==> src/rtl/wb_arbiter.sv <==
// Shares the register-file write port between the ALU and load writeback paths.
// Latency: a push at one edge is popped at the next edge at the earliest; wr_* are registered.
// Backpressure: x_wr_ready drops while that requester's FIFO is full; arbitration is round-robin.
module wb_fifo #(
    parameter int W     = 36,
    parameter int DEPTH = 2
) (
    input  logic                 clk,
    input  logic                 rst_n,
    input  logic                 push,
    input  logic [W-1:0]         push_dat,
    input  logic                 pop,
    output logic [W-1:0]         head_dat,
    output logic                 head_vld,
    output logic                 rdy,
    output logic [DEPTH*W-1:0]   ent_dat,
    output logic [DEPTH-1:0]     ent_vld
);
    localparam int PW = $clog2(DEPTH);

    logic [W-1:0]  mem [DEPTH];
    logic [PW-1:0] wr_ptr;
    logic [PW-1:0] rd_ptr;
    logic [PW:0]   count;
    logic [PW-1:0] off;
    logic          do_push;
    logic          do_pop;

    assign rdy      = (count != (PW+1)'(DEPTH));
    assign head_vld = (count != '0);
    assign head_dat = mem[rd_ptr];
    assign do_push  = push & rdy;
    assign do_pop   = pop & head_vld;

    always_ff @(posedge clk) begin
        if (!rst_n) begin
            wr_ptr <= '0;
            rd_ptr <= '0;
            count  <= '0;
        end else begin
            if (do_push) wr_ptr <= wr_ptr + 1'b1;
            if (do_pop)  rd_ptr <= rd_ptr + 1'b1;
            count <= count + (PW+1)'(do_push) - (PW+1)'(do_pop);
        end
    end

    // Payload storage carries no reset; validity comes from pointers and count.
    always_ff @(posedge clk) begin
        if (rst_n && do_push) mem[wr_ptr] <= push_dat;
    end

    always_comb begin
        off     = '0;
        ent_dat = '0;
        ent_vld = '0;
        for (int i = 0; i < DEPTH; i++) begin
            ent_dat[i*W +: W] = mem[i];
            off               = PW'(i) - rd_ptr;
            ent_vld[i]        = ({1'b0, off} < count);
        end
    end
endmodule

// Two writeback FIFOs, a round-robin pop arbiter and a registered reg_file write port.
// Latency: two edges minimum from request to reg_file update, no bypass.
// Backpressure: per-source ready = FIFO not full; busy_mask flags every queued or in-flight target.
module wb_arbiter #(
    parameter int ADDR_W     = 4,
    parameter int DATA_W     = 32,
    parameter int FIFO_DEPTH = 2
) (
    input  logic                 clk,
    input  logic                 rst_n,
    input  logic                 alu_wr_valid,
    input  logic [ADDR_W-1:0]    alu_wr_addr,
    input  logic [DATA_W-1:0]    alu_wr_data,
    output logic                 alu_wr_ready,
    input  logic                 mem_wr_valid,
    input  logic [ADDR_W-1:0]    mem_wr_addr,
    input  logic [DATA_W-1:0]    mem_wr_data,
    output logic                 mem_wr_ready,
    output logic                 wr_valid,
    output logic [ADDR_W-1:0]    wr_addr,
    output logic [DATA_W-1:0]    wr_data,
    output logic                 wr_src,
    output logic [2**ADDR_W-1:0] busy_mask
);
    localparam int W = ADDR_W + DATA_W;

    logic [W-1:0]            alu_head;
    logic [W-1:0]            mem_head;
    logic                    alu_head_vld;
    logic                    mem_head_vld;
    logic [FIFO_DEPTH*W-1:0] alu_ent;
    logic [FIFO_DEPTH*W-1:0] mem_ent;
    logic [FIFO_DEPTH-1:0]   alu_ent_vld;
    logic [FIFO_DEPTH-1:0]   mem_ent_vld;
    logic                    rr_ptr;
    logic                    grant_alu;
    logic                    grant_mem;
    logic                    any_grant;
    logic [W-1:0]            sel_dat;

    wb_fifo #(.W(W), .DEPTH(FIFO_DEPTH)) u_alu_fifo (
        .clk      (clk),
        .rst_n    (rst_n),
        .push     (alu_wr_valid),
        .push_dat ({alu_wr_addr, alu_wr_data}),
        .pop      (grant_alu),
        .head_dat (alu_head),
        .head_vld (alu_head_vld),
        .rdy      (alu_wr_ready),
        .ent_dat  (alu_ent),
        .ent_vld  (alu_ent_vld)
    );

    wb_fifo #(.W(W), .DEPTH(FIFO_DEPTH)) u_mem_fifo (
        .clk      (clk),
        .rst_n    (rst_n),
        .push     (mem_wr_valid),
        .push_dat ({mem_wr_addr, mem_wr_data}),
        .pop      (grant_mem),
        .head_dat (mem_head),
        .head_vld (mem_head_vld),
        .rdy      (mem_wr_ready),
        .ent_dat  (mem_ent),
        .ent_vld  (mem_ent_vld)
    );

    // rr_ptr names the source that wins a tie; a lone valid head always wins.
    assign grant_alu = alu_head_vld & (~mem_head_vld | ~rr_ptr);
    assign grant_mem = mem_head_vld & ~grant_alu;
    assign any_grant = alu_head_vld | mem_head_vld;
    assign sel_dat   = grant_mem ? mem_head : alu_head;

    always_ff @(posedge clk) begin
        if (!rst_n) begin
            rr_ptr   <= 1'b0;
            wr_valid <= 1'b0;
            wr_addr  <= '0;
            wr_data  <= '0;
            wr_src   <= 1'b0;
        end else begin
            wr_valid <= any_grant;
            if (any_grant) begin
                rr_ptr  <= ~grant_mem;
                wr_addr <= sel_dat[W-1 -: ADDR_W];
                wr_data <= sel_dat[DATA_W-1:0];
                wr_src  <= grant_mem;
            end
        end
    end

    always_comb begin
        busy_mask = '0;
        for (int i = 0; i < FIFO_DEPTH; i++) begin
            if (alu_ent_vld[i]) busy_mask[alu_ent[i*W + DATA_W +: ADDR_W]] = 1'b1;
            if (mem_ent_vld[i]) busy_mask[mem_ent[i*W + DATA_W +: ADDR_W]] = 1'b1;
        end
        if (wr_valid) busy_mask[wr_addr] = 1'b1;
    end
endmodule

==> config.mk <==
export PLATFORM = sky130hd
export DESIGN_NAME = wb_arbiter
export DESIGN_NICKNAME = d
export VERILOG_FILES = /design/src/rtl/wb_arbiter.sv
export SDC_FILE = /design/constraint.sdc
export NUM_CORES = 1
export LEC_CHECK = 0
export BUFFER_PORTS_ARGS = -buffer_cell sky130_fd_sc_hd__buf_2
export CORE_MARGIN = 2
export CORE_UTILIZATION = 25
export DETAILED_ROUTE_END_ITERATION = 8
export GPL_TIMING_DRIVEN = 0
export SLEW_MARGIN = 40
export SYNTH_ARGS = -nofsm -noshare
export SYNTH_HDL_FRONTEND = slang
export SYNTH_SLANG_ARGS = --single-unit
==> constraint.sdc <==
create_clock -name clk -period 5.39 [get_ports clk]
set_input_delay 1.078 -clock clk [delete_from_list [all_inputs] [get_ports clk]]
set_output_delay 1.078 -clock clk [all_outputs]
set_load 0.05 [all_outputs]
==> impl_metrics.tcl <==
set metrics [dict create \
    clockBufferDepth 2 \
    drc 0 \
    clk_pin_slew_ns 0.08 \
    path_max_fanout 6 \
    rsz0062_at_grt "false" \
    use_met1_pct 17.5 \
    gr-usage-all-layers_pct 13.4 \
    start_util_pct 25.4 \
    synthMuxAreaShare_pct 9.01 \
    clock_skew_ns 0.0119 \
    synth_top_family_by_area "simple AND/OR/NAND/NOR gates" \
    maxCapViolations 0 \
    grt_pass1_wl_mm 33.0 \
    gp_congestion 0.882 \
    yosys_warnings 0 \
    grt_pass1_vias 5386 \
    die_h_um 183 \
    worstMarginPinSlew_ns 0.650 \
    wl_per_cell_um 18.9 \
    seq_power_share_pct 36.5 \
    fin_nets 823 \
    ys_seq_area_share_pct 66.2 \
    synth_edf_count 144 \
    maxSlewHeadroom_pct 56.3 \
    hold_viol_final 0 \
    switching_share_pct 40.2 \
    io_buffers 131 \
    synth.avg_cell_area_sq_um 13.6 \
    maxSlewViolCount 0 \
    cts_setup_buffers 0 \
    crit_type "register to output pin" \
    critPathRequiredTime_ns 4.31 \
    seqCellArea_sq_mm 0.00531 \
    post-route-min-period_ns 3.37 \
    clockRootBuffer "clkbuf_16" \
    max_clock_freq_mhz 297 \
    synth_cell_types 46 \
    hp-class "register to register" \
    cts_tree "built" \
    clk_latency_ns 0.43 \
    overflow 0 \
    synthXorXnorAreaFrac_pct 0.875 \
    grt_use_met2_pct 21.6 \
    io_pins 132 \
    drtIter0Drc 402 \
    async_reset_ff_share_pct 0 \
    grt_util_met3_pct 3.81 \
    syn-num-nets 667 \
    dieArea_sq_mm 0.0335 \
    p_int_mw 3.29 \
    fillCellCount 3229 \
    numClockSinks 193 \
    hpwl_mm 15.9 \
    synth-simple-area-share_pct 12.7 \
    layout_common_cells "buf_2, edfxtp_1, mux2i_1" \
    pwr_density_cell_mw_per_mm2 554 \
    area_growth_pct 23.9 \
    clock_power_share_pct 23.3 \
    crit_path_end_kind "output pin" \
    vias 5333 \
    setup_violations 0 \
    core_sq_mm 0.0316 \
    cp.arrival_ns 2.29 \
    htree_num_levels 4 \
    p_leak_nw 3.65 \
    cts_hold_buffers 0 \
    syn-cell-area_sq_mm 0.00801 \
    peakVddDrop_mv 0.346 \
    ys_seq_elements 193 \
    switching_power_mw 2.21 \
    final_area_sq_mm 0.00993 \
    avgViaCountPerCell 4.59 \
    finalCritPeriodShare_pct 62.5 \
    multiInputGateArea_sq_mm 0.00251 \
    tns_ns 0 \
    final_antenna_net_count 0 \
    grt_start_max_net_pins 29 \
    crit_path_start_kind "register" \
    final_common_cell "buf_2" \
    placed_area_sq_mm 0.00932 \
    combPwrFrac_pct 40.2 \
    synth_compound_area_share_pct 7.84 \
    synth_fa_ha_area_share_pct 0.625 \
    dr.pass1.iters 5 \
    postCtsResizedCells 0 \
    grt_antenna_before_repair 5 \
    cts_buffers 17 \
    synthCells 587 \
    busiest_layer "met2" \
    fp.dieW_um 183 \
    status "completed" \
    ys.flop_type "edfxtp_1" \
    drive_gt1_share_pct 26.1 \
    routed_wl_mm 22.0 \
    rows 65 \
]
-- final cells by class --
type,count,share of cell area [%]
antenna,3,0.0756
clock buffer,18,4.32
inverter,11,0.416
clock inverter,14,1.71
timing repair buffer,137,7.87
tap,402,5.07
multi-input combinational,352,25.3
sequential,193,53.4
buffer,31,1.80
-- power groups by stage --
| stage | combinational, mW | sequential [mW] | clock [mW] |
|---|---|---|---|
| after detailed placement | 2.25 | 2.03 | 0 |
| after global placement | 2.19 | 2.04 | 0 |
| after floorplan | 1.18 | 2.43 | 0 |
| final | 2.21 | 2.01 | 1.28 |
| after global routing | 2.40 | 2.03 | 1.38 |
| after CTS | 2.25 | 2.01 | 1.31 |
-- worst max-delay path: stages, from the launching register on --
cell     delay, ns
dfxtp_1       0.46
a21o_1        0.22
nor3b_1       0.56
a32oi_1       0.20
nand4_1       0.14
buf_2         0.28
-- sequential cells by signal, summed over array words and instances (netlist names), named ones only --
name	flops
u_alu_fifo.rd_ptr	1
u_mem_fifo.wr_ptr	1
u_mem_fifo.count	2
wr_src	1
u_alu_fifo.count	2
wr_data	32
wr_addr	4
u_alu_fifo.mem	72
u_alu_fifo.wr_ptr	1
wr_valid	1
rr_ptr	1
u_mem_fifo.mem	72
u_mem_fifo.rd_ptr	1
-- cells in the mapped netlist (4+ instances only) --
| master | count | area (sq um) |
|---|---|---|
| edfxtp_1 | 144 | 4320 |
| mux2i_1 | 71 | 711 |
| dfxtp_1 | 49 | 981 |
| nand2_1 | 49 | 184 |
| and2_1 | 42 | 263 |
| o221ai_1 | 31 | 272 |
| nand2b_1 | 19 | 119 |
| nor2_1 | 18 | 67.6 |
| buf_2 | 14 | 70.1 |
| o22ai_1 | 14 | 87.6 |
| nand3_1 | 12 | 60.1 |
| inv_1 | 11 | 41.3 |
| clkbuf_1 | 10 | 37.5 |
| nor2b_1 | 9 | 56.3 |
| nand4_1 | 7 | 43.8 |
| or3_1 | 7 | 43.8 |
| nand3b_1 | 6 | 45.0 |
| o211ai_1 | 6 | 45.0 |
| xnor2_1 | 6 | 52.6 |
| buf_6 | 5 | 56.3 |
| a31oi_1 | 4 | 25.0 |
| and3_1 | 4 | 25.0 |
| ha_1 | 4 | 50.1 |
| nor3_1 | 4 | 20.0 |
-- per-layer routing --
layer  share of wire [%]  vias up
li1                    -     2534
met1                  44     2590
met2                  48      180
met3                 6.3       25
met4                 1.6        4
met5                0.15        -
-- logic make-up (layout without fill, tap and decap cells) --
kind of cell | after synthesis | after routing
flip-flops | 193 | 193
AND/OR/NAND/NOR | 188 | 188
AO/OA/AOI/OAI | 80 | 80
multiplexers | 72 | 72
buffers and inverters | 42 | 211
XOR/XNOR | 8 | 8
adder cells (fa/ha/maj) | 4 | 4
other | 0 | 3
-- stage by stage --
stage	power [mW]	cells	worst slack [ns]	hold slack [ns]	utilization, %
after floorplan	3.61	587	2.06	0.457	-
after global placement	4.24	1120	0.292	0.453	29.1
after detailed placement	4.28	1126	2.52	0.455	29.5
after CTS	5.57	1158	2.02	0.466	31.4
after global routing	5.81	1158	1.87	0.498	31.4
final	5.50	1161	2.02	0.461	31.5
-- path summary, 6_finish.rpt --
kind | startpoint | end | slack, ns | depth (start not counted)
max | u_mem_fifo.count[0]$_SDFF_PN0_ | busy_mask[12] | 2.02 | 5
min | wr_src$_SDFFE_PN0P_ | wr_src$_SDFFE_PN0P_ | 0.46 | 2
max reg2reg | u_alu_fifo.count[0]$_SDFF_PN0_ | u_mem_fifo.count[1]$_SDFF_PN0_ | 2.94 | 10
min reg2reg | wr_src$_SDFFE_PN0P_ | wr_src$_SDFFE_PN0P_ | 0.46 | 2
No activity file was read; power rests on OpenSTA's default activity.
